===== src/rtl/seg7_pkg.sv =====
// Shared 7-segment definitions: segment bit positions, hex glyphs, special patterns
// and result class codes, common to the driver and the pattern reader.
package seg7_pkg;

  localparam int unsigned SEG_W = 8;
  localparam int unsigned VAL_W = 4;
  localparam int unsigned CLS_W = 2;

  localparam int unsigned SEG_A  = 0;
  localparam int unsigned SEG_B  = 1;
  localparam int unsigned SEG_C  = 2;
  localparam int unsigned SEG_D  = 3;
  localparam int unsigned SEG_E  = 4;
  localparam int unsigned SEG_F  = 5;
  localparam int unsigned SEG_G  = 6;
  localparam int unsigned SEG_DP = 7;

  // Glyphs on segments g..a, dp excluded
  localparam logic [6:0] HEX_0 = 7'h3F;
  localparam logic [6:0] HEX_1 = 7'h06;
  localparam logic [6:0] HEX_2 = 7'h5B;
  localparam logic [6:0] HEX_3 = 7'h4F;
  localparam logic [6:0] HEX_4 = 7'h66;
  localparam logic [6:0] HEX_5 = 7'h6D;
  localparam logic [6:0] HEX_6 = 7'h7D;
  localparam logic [6:0] HEX_7 = 7'h07;
  localparam logic [6:0] HEX_8 = 7'h7F;
  localparam logic [6:0] HEX_9 = 7'h6F;
  localparam logic [6:0] HEX_A = 7'h77;
  localparam logic [6:0] HEX_B = 7'h7C;
  localparam logic [6:0] HEX_C = 7'h39;
  localparam logic [6:0] HEX_D = 7'h5E;
  localparam logic [6:0] HEX_E = 7'h79;
  localparam logic [6:0] HEX_F = 7'h71;

  localparam logic [6:0] HEX_TABLE [16] = '{
    HEX_0, HEX_1, HEX_2, HEX_3, HEX_4, HEX_5, HEX_6, HEX_7,
    HEX_8, HEX_9, HEX_A, HEX_B, HEX_C, HEX_D, HEX_E, HEX_F
  };

  localparam logic [SEG_W-1:0] PAT_BLANK = 8'h00;
  localparam logic [SEG_W-1:0] PAT_LAMP  = 8'hFF;

  localparam logic [CLS_W-1:0] CLS_DIGIT   = 2'd0;
  localparam logic [CLS_W-1:0] CLS_BLANK   = 2'd1;
  localparam logic [CLS_W-1:0] CLS_LAMP    = 2'd2;
  localparam logic [CLS_W-1:0] CLS_INVALID = 2'd3;

endpackage


===== src/rtl/seg7_pattern_decode.sv =====
// Combinational decode of a segment pattern into hex value, decimal point and class.
module seg7_pattern_decode
  import seg7_pkg::*;
(
  input  logic [SEG_W-1:0] pat_i,
  output logic [VAL_W-1:0] value_o,
  output logic             dp_o,
  output logic [CLS_W-1:0] cls_o
);

  logic hit;

  // All-on and all-off win over the table, so 0xFF is lamp-test rather than "8."
  always_comb begin
    value_o = '0;
    dp_o    = 1'b0;
    cls_o   = CLS_INVALID;
    hit     = 1'b0;
    if (pat_i == PAT_LAMP) begin
      cls_o = CLS_LAMP;
    end else if (pat_i == PAT_BLANK) begin
      cls_o = CLS_BLANK;
    end else begin
      for (int i = 0; i < 16; i++) begin
        if (!hit && (pat_i[SEG_G:SEG_A] == HEX_TABLE[i])) begin
          hit     = 1'b1;
          value_o = VAL_W'(i);
          dp_o    = pat_i[SEG_DP];
          cls_o   = CLS_DIGIT;
        end
      end
    end
  end

endmodule


===== src/rtl/seg7_pattern_reader.sv =====
// Samples the segment bus, qualifies a pattern by stability, decodes it and
// presents each newly seen pattern on a valid/ready output with overrun flag.
module seg7_pattern_reader
  import seg7_pkg::*;
#(
  parameter int unsigned STABLE_CYCLES = 4,
  parameter int unsigned CNT_W         = 8
) (
  input  logic             clk,
  input  logic             rst,
  input  logic [SEG_W-1:0] seg_in,
  input  logic             out_ready,
  output logic             out_valid,
  output logic [VAL_W-1:0] data_out,
  output logic             dp_out,
  output logic [CLS_W-1:0] cls,
  output logic             overrun
);

  typedef enum logic {ST_SETTLING = 1'b0, ST_LOCKED = 1'b1} state_t;

  localparam logic [CNT_W-1:0] CNT_MAX = CNT_W'(STABLE_CYCLES);
  localparam logic [CNT_W-1:0] CNT_HIT = CNT_W'(STABLE_CYCLES - 1);

  state_t           state_q;
  logic [SEG_W-1:0] seg_q;
  logic [CNT_W-1:0] cnt_q, cnt_d;
  logic [SEG_W-1:0] last_pat_q;
  logic             last_valid_q;
  logic             out_valid_q;
  logic [VAL_W-1:0] data_q;
  logic             dp_q;
  logic [CLS_W-1:0] cls_q;
  logic             overrun_q;

  logic             match;
  logic             hit;
  logic             repeat_pat;
  logic             report;
  logic [VAL_W-1:0] dec_value;
  logic             dec_dp;
  logic [CLS_W-1:0] dec_cls;

  seg7_pattern_decode u_decode (
    .pat_i   (seg_q),
    .value_o (dec_value),
    .dp_o    (dec_dp),
    .cls_o   (dec_cls)
  );

  // hit fires on the edge the match count first reaches STABLE_CYCLES
  always_comb begin
    match = (seg_in == seg_q);
    if (!match) begin
      cnt_d = '0;
    end else if (cnt_q == CNT_MAX) begin
      cnt_d = cnt_q;
    end else begin
      cnt_d = cnt_q + CNT_W'(1);
    end
    hit        = match && (cnt_q == CNT_HIT);
    repeat_pat = last_valid_q && (seg_q == last_pat_q);
    report     = (state_q == ST_SETTLING) && hit && !repeat_pat;
  end

  always_ff @(posedge clk or posedge rst) begin
    if (rst) begin
      state_q      <= ST_SETTLING;
      seg_q        <= '0;
      cnt_q        <= '0;
      last_pat_q   <= '0;
      last_valid_q <= 1'b0;
      out_valid_q  <= 1'b0;
      data_q       <= '0;
      dp_q         <= 1'b0;
      cls_q        <= CLS_DIGIT;
      overrun_q    <= 1'b0;
    end else begin
      seg_q     <= seg_in;
      cnt_q     <= cnt_d;
      overrun_q <= 1'b0;

      case (state_q)
        ST_SETTLING: if (hit) state_q <= ST_LOCKED;
        ST_LOCKED:   if (!match) state_q <= ST_SETTLING;
        default:     state_q <= ST_SETTLING;
      endcase

      // A new result replaces any pending one; only an unconsumed one counts as overrun
      if (report) begin
        out_valid_q  <= 1'b1;
        data_q       <= dec_value;
        dp_q         <= dec_dp;
        cls_q        <= dec_cls;
        overrun_q    <= out_valid_q && !out_ready;
        last_pat_q   <= seg_q;
        last_valid_q <= 1'b1;
      end else if (out_ready) begin
        out_valid_q <= 1'b0;
      end
    end
  end

  assign out_valid = out_valid_q;
  assign data_out  = data_q;
  assign dp_out    = dp_q;
  assign cls       = cls_q;
  assign overrun   = overrun_q;

endmodule

===== config.mk =====
export PLATFORM = sky130hd
export DESIGN_NAME = seg7_pattern_reader
export DESIGN_NICKNAME = d
export VERILOG_FILES = /design/src/rtl/seg7_pkg.sv /design/src/rtl/seg7_pattern_decode.sv /design/src/rtl/seg7_pattern_reader.sv
export SDC_FILE = /design/constraint.sdc
export NUM_CORES = 1
export LEC_CHECK = 0
export CAP_MARGIN = 25
export CORE_MARGIN = 3
export CORE_UTILIZATION = 30
export CTS_BUF_LIST = sky130_fd_sc_hd__clkbuf_4
export CTS_CLUSTER_DIAMETER = 40
export DETAILED_ROUTE_END_ITERATION = 8
export HOLD_SLACK_MARGIN = 0.02
export PLACE_DENSITY = 0.47
export SKIP_CTS_REPAIR_TIMING = 1
export SYNTH_ARGS = -nofsm -noshare
export SYNTH_HDL_FRONTEND = slang
export SYNTH_HIERARCHICAL = 1
export SYNTH_SLANG_ARGS = --single-unit
export TNS_END_PERCENT = 100

===== constraint.sdc =====
create_clock -name clk -period 1.9 [get_ports clk]
set_input_delay 0.19 -clock clk [delete_from_list [all_inputs] [get_ports clk]]
set_output_delay 0.19 -clock clk [all_outputs]
set_load 0.03 [all_outputs]

==> impl_metrics.yaml <==
synthesis:
  synth_warnings: 6
  synth.largest_area_cell: "dfrtp_1"
  synthSimpleGateAreaFrac_pct: 18.55
  synth_edf_count: 0
  synthDistinctLibCells: 54
  synth_top_family_by_area: "simple AND/OR/NAND/NOR gates"
  syn_area_um2: 1997
  synth_cells: 183
  yosysMostFrequentCell: "dfrtp_1"
  syn_nets: 196
  yosys.area_share.adder_pct: 1.253
  yosysSeqAreaShare_pct: 43.86
  synthTopCellsByCount: "dfrtp_1 (35), xor2_1 (20), nor2_1 (16)"
  synthArstFlopShare_pct: 100.0
  synth-seq-cells: 35
  synth-main-ff-cell: "dfrtp_1"
  synth_compound_area_share_pct: 10.46
  synth_xor_area_share_pct: 9.649
  synth_mux_area_share_pct: 10.46
  netlist.area_leader.share_pct: 43.86
  avgSynthCellArea_um2: 10.91
  synth.top_cells.by_area: "dfrtp_1 (44%), xor2_1 (8.8%), mux2_4 (6.0%)"
power_and_ir_drop:
  p_int_uw: 1130
  p_clk_share_pct: 35.0
  peakVddDrop_mv: 0.4191
  p_sw_share_pct: 24.79
  leakage_uw: 0.001212
  combPwrFrac_pct: 14.0
  seq_power_share_pct: 51.0
  p_switching_uw: 372.4
  powerDensity_nw_per_um2: 559.1
layout:
  num_antenna_cells: 0
  fin_cells: 317
  nNetsFinal: 252
  final_cell_area_um2: 2686
  multi_input_area_um2: 1059
  drive_above_1_share_pct: 35.00
  fill_cells: 601
  seq_area_um2: 877.1
  syn_to_final_growth_pct: 34.52
critical_path:
  cp.depth: 6
  crit_type: "reg -> reg"
  startpoint_type: "flip-flop"
  crit_arrival_ns: 2.30
  reg2reg_setup_slack_ns: -0.18
  cp.required_ns: 2.12
  cp_top_family: "simple AND/OR/NAND/NOR gates"
  reg2reg_depth: 6
  cp_max_fo: 11
  crit_path_max_incr_delay_ns: 0.52
  cp_cell_sequence: "or4_1 -> nor2_2 -> and3_4 -> and3b_2 -> buf_12 -> mux2_2"
  worst_path_max_delay_cell: "or4_1"
  cp-end-kind: "flip-flop"
  crit_buf_inv: 1
clock_tree:
  clock_sinks: 35
  clock_latency_ns: 0.34
  clk_pin_slew_ns: 0.12
  cts.path.max_buffers: 2
  cts-root-buf: "clkbuf_4"
  cts_tree: "built"
  numCtsBuffers: 5
  h-tree-depth: 2
sta:
  worst_pin_slew_ns: 0.4521
  fin_skew_ns: 0.01191
  hold_ws_ns: 0.2444
  finalSetupViolCount: 16
  min_period_ns: 2.078
  finalSetupTns_ns: -2.366
  hold_violations: 0
  maxSlewHeadroom_pct: 69.86
  slew_violations: 0
  finalCritPeriodShare_pct: 109.4
  fin_ws_ns: -0.1781
  rsz0062_at_grt: "true"
  fmax_mhz: 481.2
routing:
  remaining_drc_errors: 0
  routed_wl_mm: 4.675
  avgRoutedWirePerCell_um: 14.75
  vias_per_cell: 5.013
  drt_iter0_markers: 66
  first_pass_iters: 4
  route.antenna.remaining_nets: 0
  num_vias: 1589
placed_design:
  dp.cells: 307
  dp_hpwl_mm: 3.466
  post-place-ws_ns: -0.4380
  post_dp_cell_area_um2: 2540
  place.gp.congestion: 0.8719
  io_buffers: 19
die:
  die_height_um: 87.59
  die_w_um: 87.59
  placementRows: 29
  die_area_um2: 7671
  start_util_pct: 31.27
  core_region_area_um2: 6386
  io_pins: 20
run:
  cap_viol_max_count: 0
grt:
  antenna_found_initial: 0
  overflow: 0
  grt_max_degree: 36
  globalRouteTotalUtil_pct: 13.07
  grt_pass1_wl_mm: 7.748
  grt_pass1_vias: 1600
outcome:
  violations: "setup timing"
  status: "finished, violations left"
min_path:
  min_path_type: "in -> async"
-- metrics by stage --
| step | utilization (%) | power, uW |
|---|---|---|
| finish | 42.07 | 1502 |
| floorplan | - | 879.8 |
| global route | 42.07 | 1578 |
| global placement | 39.77 | 978.9 |
| CTS | 40.97 | 1517 |
| detailed placement | 39.77 | 981.2 |
-- cells by family after synthesis --
group / count (synthesis)
flops: 35
compound gates: 26
xor+xnor: 22
buf+inv: 18
fa+ha+maj: 2
mux: 16
simple gates: 64
-- layout by cell type, fill, tap and decap left out, types with 3 or more instances in the layout --
master,Yosys,final
dfrtp_1,35,34
buf_4,6,34
xor2_1,20,19
clkdlybuf4s50_1,0,19
nor2_1,16,15
mux2_4,8,9
inv_1,8,8
nand3_1,7,7
mux2_2,7,6
nand2_1,5,5
clkbuf_4,0,5
nor3_1,4,4
buf_12,1,4
nand2b_1,4,4
and3_4,1,3
a21oi_1,3,3
nand3b_1,3,3
or3b_1,3,3
-- power by group through the flow --
stage                     clock (uW)  sequential, uW  combinational [uW]
final                            525             766                 211
after floorplan                    0             781                99.2
after CTS                        549             766                 201
after global routing             581             767                 230
after detailed placement           0             781                 201
after global placement             0             781                 198
-- worst min-delay path, cell delays in order --
cell and delay, ns:
clkdlybuf4s50_1 0.39, inv_1 0.05, buf_4 0.39
-- metal layers --
metal	global-route usage (%)	share of wire [%]	vias to the layer above
met3	3.010	4.1	7
met5	0	0	-
met1	17.26	48	783
met4	4.603	1.3	0
met2	21.03	47	37
li1	-	-	762
-- sequential cells by signal, summed over array words and instances, names as in the netlist --
| name | count |
|---|---|
| cnt_q | 8 |
| last_pat_q | 8 |
| seg_q | 8 |
| data_out | 4 |
| cls | 2 |
| dp_out | 1 |
| last_valid_q | 1 |
| out_valid | 1 |
| overrun | 1 |
| state_q | 1 |
-- final cells by class --
cell class	instances	area share, %
clock buffer	5	1.397
inverter	8	1.118
sequential	35	32.65
tap	77	3.586
clock inverter	3	1.444
multi-input combinational	130	39.40
timing repair buffer	59	20.40
-- worst paths after layout --
check | start | to
setup / recovery | cnt_q[4] | last_pat_q[3]
hold / removal | rst | last_pat_q[1]
setup reg to reg | cnt_q[4] | last_pat_q[3]
hold reg to reg | last_valid_q | last_valid_q
max in group asynchronous | rst | seg_q[1]
min in group clk | seg_in[1] | seg_q[1]
Power figures use the tool's default switching activity.
==> RTL edit (same settings) <==
Set the package constant `VAL_W` to 6 (it was 4).
--- a/src/rtl/seg7_pkg.sv
+++ b/src/rtl/seg7_pkg.sv
@@ -5,3 +5,3 @@
   localparam int unsigned SEG_W = 8;
-  localparam int unsigned VAL_W = 4;
+  localparam int unsigned VAL_W = 6;
   localparam int unsigned CLS_W = 2;
Interface: changed (resized data_out); port bits go from 20 to 22. No check against the original RTL was run, so the function may have changed too.
==> RTL edit against the original RTL <==
- the run still ends with setup timing left
- highest routed layer unchanged
- non-clock buffer count up 4
- clock power up 3%
- critical path depth unchanged
- worst setup slack worse by 94 ps
- critical endpoint is now cls[1]
- synthesized area up 4.7%
- design area up 2.2%
- total power up 2.5%
- worst hold slack better by 14 ps
- sequential cell count up 2
- clock skew down 2.3 ps
- routed wire length down 7.3%
- sequential share of layout area up 1.1 points
==> RTL edit: results (changes against the original RTL) <==
.. list-table::
   :header-rows: 1

   * - Metric
     - Value
   * - Share of Yosys cell area claimed by the top area cell type
     - 44.3% (+0.43 points)
   * - Count of filler cells inserted in the layout
     - 661 (+10%)
   * - Cell variety after synth
     - 51 (-5.6%)
   * - Setup violators final
     - 19 (+3)
   * - Average wire length per cell after detail routing
     - 12.5 um (-15%)
   * - Clock Skew
     - 9.58 ps (-2.32 ps)
   * - Detailed Place HPWL
     - 3230 um (-6.8%)
   * - Via count
     - 1587 (-0.13%)
   * - Final RePlAce weighted congestion
     - 0.780 (-11%)
   * - R2R Path Start
     - cnt_q[6]
   * - Share of cells above drive strength 1
     - 29.9% (-5.1 points)
   * - Top post-synthesis cells by area
     - sky130_fd_sc_hd__dfrtp_1 44%, sky130_fd_sc_hd__mux2_4 7.2%, sky130_fd_sc_hd__xnor2_1 4.6%, sky130_fd_sc_hd__xor2_1 4.2%, sky130_fd_sc_hd__mux2_2 3.8%
   * - Outcome
     - finished with violations
   * - Largest driver fanout on the critical path
     - 15 (+4)
   * - Setup TNS
     - -4070 ps (-1700 ps)
   * - Number of placed instances with taps included
     - 339 (+10%)
   * - Cell count after synthesis
     - 193 (+5.5%)
   * - Switching Power
     - 0.358 mW (-3.9%)
   * - Vias in the first global route
     - 1542 (-3.6%)
   * - All-layer global routing usage
     - 12.1% (-0.98 points)
   * - Complex-gate fraction of the synthesized area
     - 9.40% (-1.1 points)
   * - Fraction of the mapped netlist area in adder cells
     - 1.20% (-0.056 points)
   * - Largest net degree at the start of global routing
     - 38 (+5.6%)
   * - Initial detailed-routing violation count
     - 42 (-36%)
   * - Final net count
     - 266 (+5.6%)
   * - Worst setup slack after layout
     - -272 ps (-94.0 ps)
   * - Share of cell area taken by muxes after synthesis
     - 11.4% (+0.97 points)
   * - Global-route wire length before repair
     - 7470 um (-3.6%)
   * - Failing checks
     - setup timing
   * - Number of buffer cells added on primary ports
     - 21 (+2)
   * - Fraction of the yosys area taken by sequential cells
     - 44.3% (+0.43 points)
   * - Maximum vdd drop
     - 0.515 mV (+23%)
   * - Area share of xor/xnor cells in the synthesized design
     - 8.80% (-0.85 points)
   * - Nature of the critical path startpoint
     - register
   * - Total Routed Length
     - 4330 um (-7.3%)
   * - Ranking of synthesized cells by instance count
     - 37 x sky130_fd_sc_hd__dfrtp_1, 18 x sky130_fd_sc_hd__nor2_1, 11 x sky130_fd_sc_hd__xnor2_1
   * - LEAKAGE
     - 1.19 nW (-1.9%)
-- RTL edit: final timing paths --
path | endpoint | slack (ps) | depth (start not counted)
min in group clk | seg_q[7] | 340 | 1
max in group asynchronous | state_q | 1300 | 3
hold reg to reg | last_valid_q | 490 | 1
hold / removal | dp_out | 260 | 3
setup reg to reg | cls[1] | -270 | 6
setup / recovery | cls[1] | -270 | 6
-- RTL edit: area by class of cell --
type / instances / share of cell area [%]
multi-input combinational: 139 / 38.6
sequential: 37 / 33.7
timing repair buffer: 63 / 19.6
tap: 93 / 4.24
clock buffer: 6 / 1.64
clock inverter: 2 / 1.23
inverter: 7 / 0.957
-- RTL edit: routing by layer --
layer	track usage, %	wire, um	vias to the layer above
met4	4.06	47	0
met1	18.3	2350	758
met3	2.86	176	4
li1	-	-	795
met2	16.7	1760	30
met5	0	0	-
-- RTL edit: worst max-delay path, stage by stage, from the launching register on --
cell and delay, ps:
sky130_fd_sc_hd__dfrtp_1 400, sky130_fd_sc_hd__or4_1 520, sky130_fd_sc_hd__nor2_1 160, sky130_fd_sc_hd__and4bb_1 230, sky130_fd_sc_hd__nor3b_4 220, sky130_fd_sc_hd__buf_12 190, sky130_fd_sc_hd__mux2_2 340
-- RTL edit: power by group through the flow --
stage	Combinational, mW	Sequential (mW)	Clock (mW)
finish	0.195	0.805	0.540
global route	0.218	0.807	0.607
CTS	0.198	0.805	0.570
detailed placement	0.197	0.820	0
global placement	0.197	0.821	0
floorplan	0.101	0.824	0
-- RTL edit: cell families after synthesis --
kind of cell,count (synthesis)
compound gates,25
xor+xnor,21
fa+ha+maj,2
buf+inv,18
flops,37
mux,18
other cells,1
simple gates,71
-- RTL edit: stage by stage --
stage / setup WS, ps / area, um^2
after floorplan: -263 / 2090
after global placement: -328 / 2660
after detailed placement: -381 / 2660
after CTS: -284 / 2740
after global routing: -358 / 2750
final: -272 / 2750
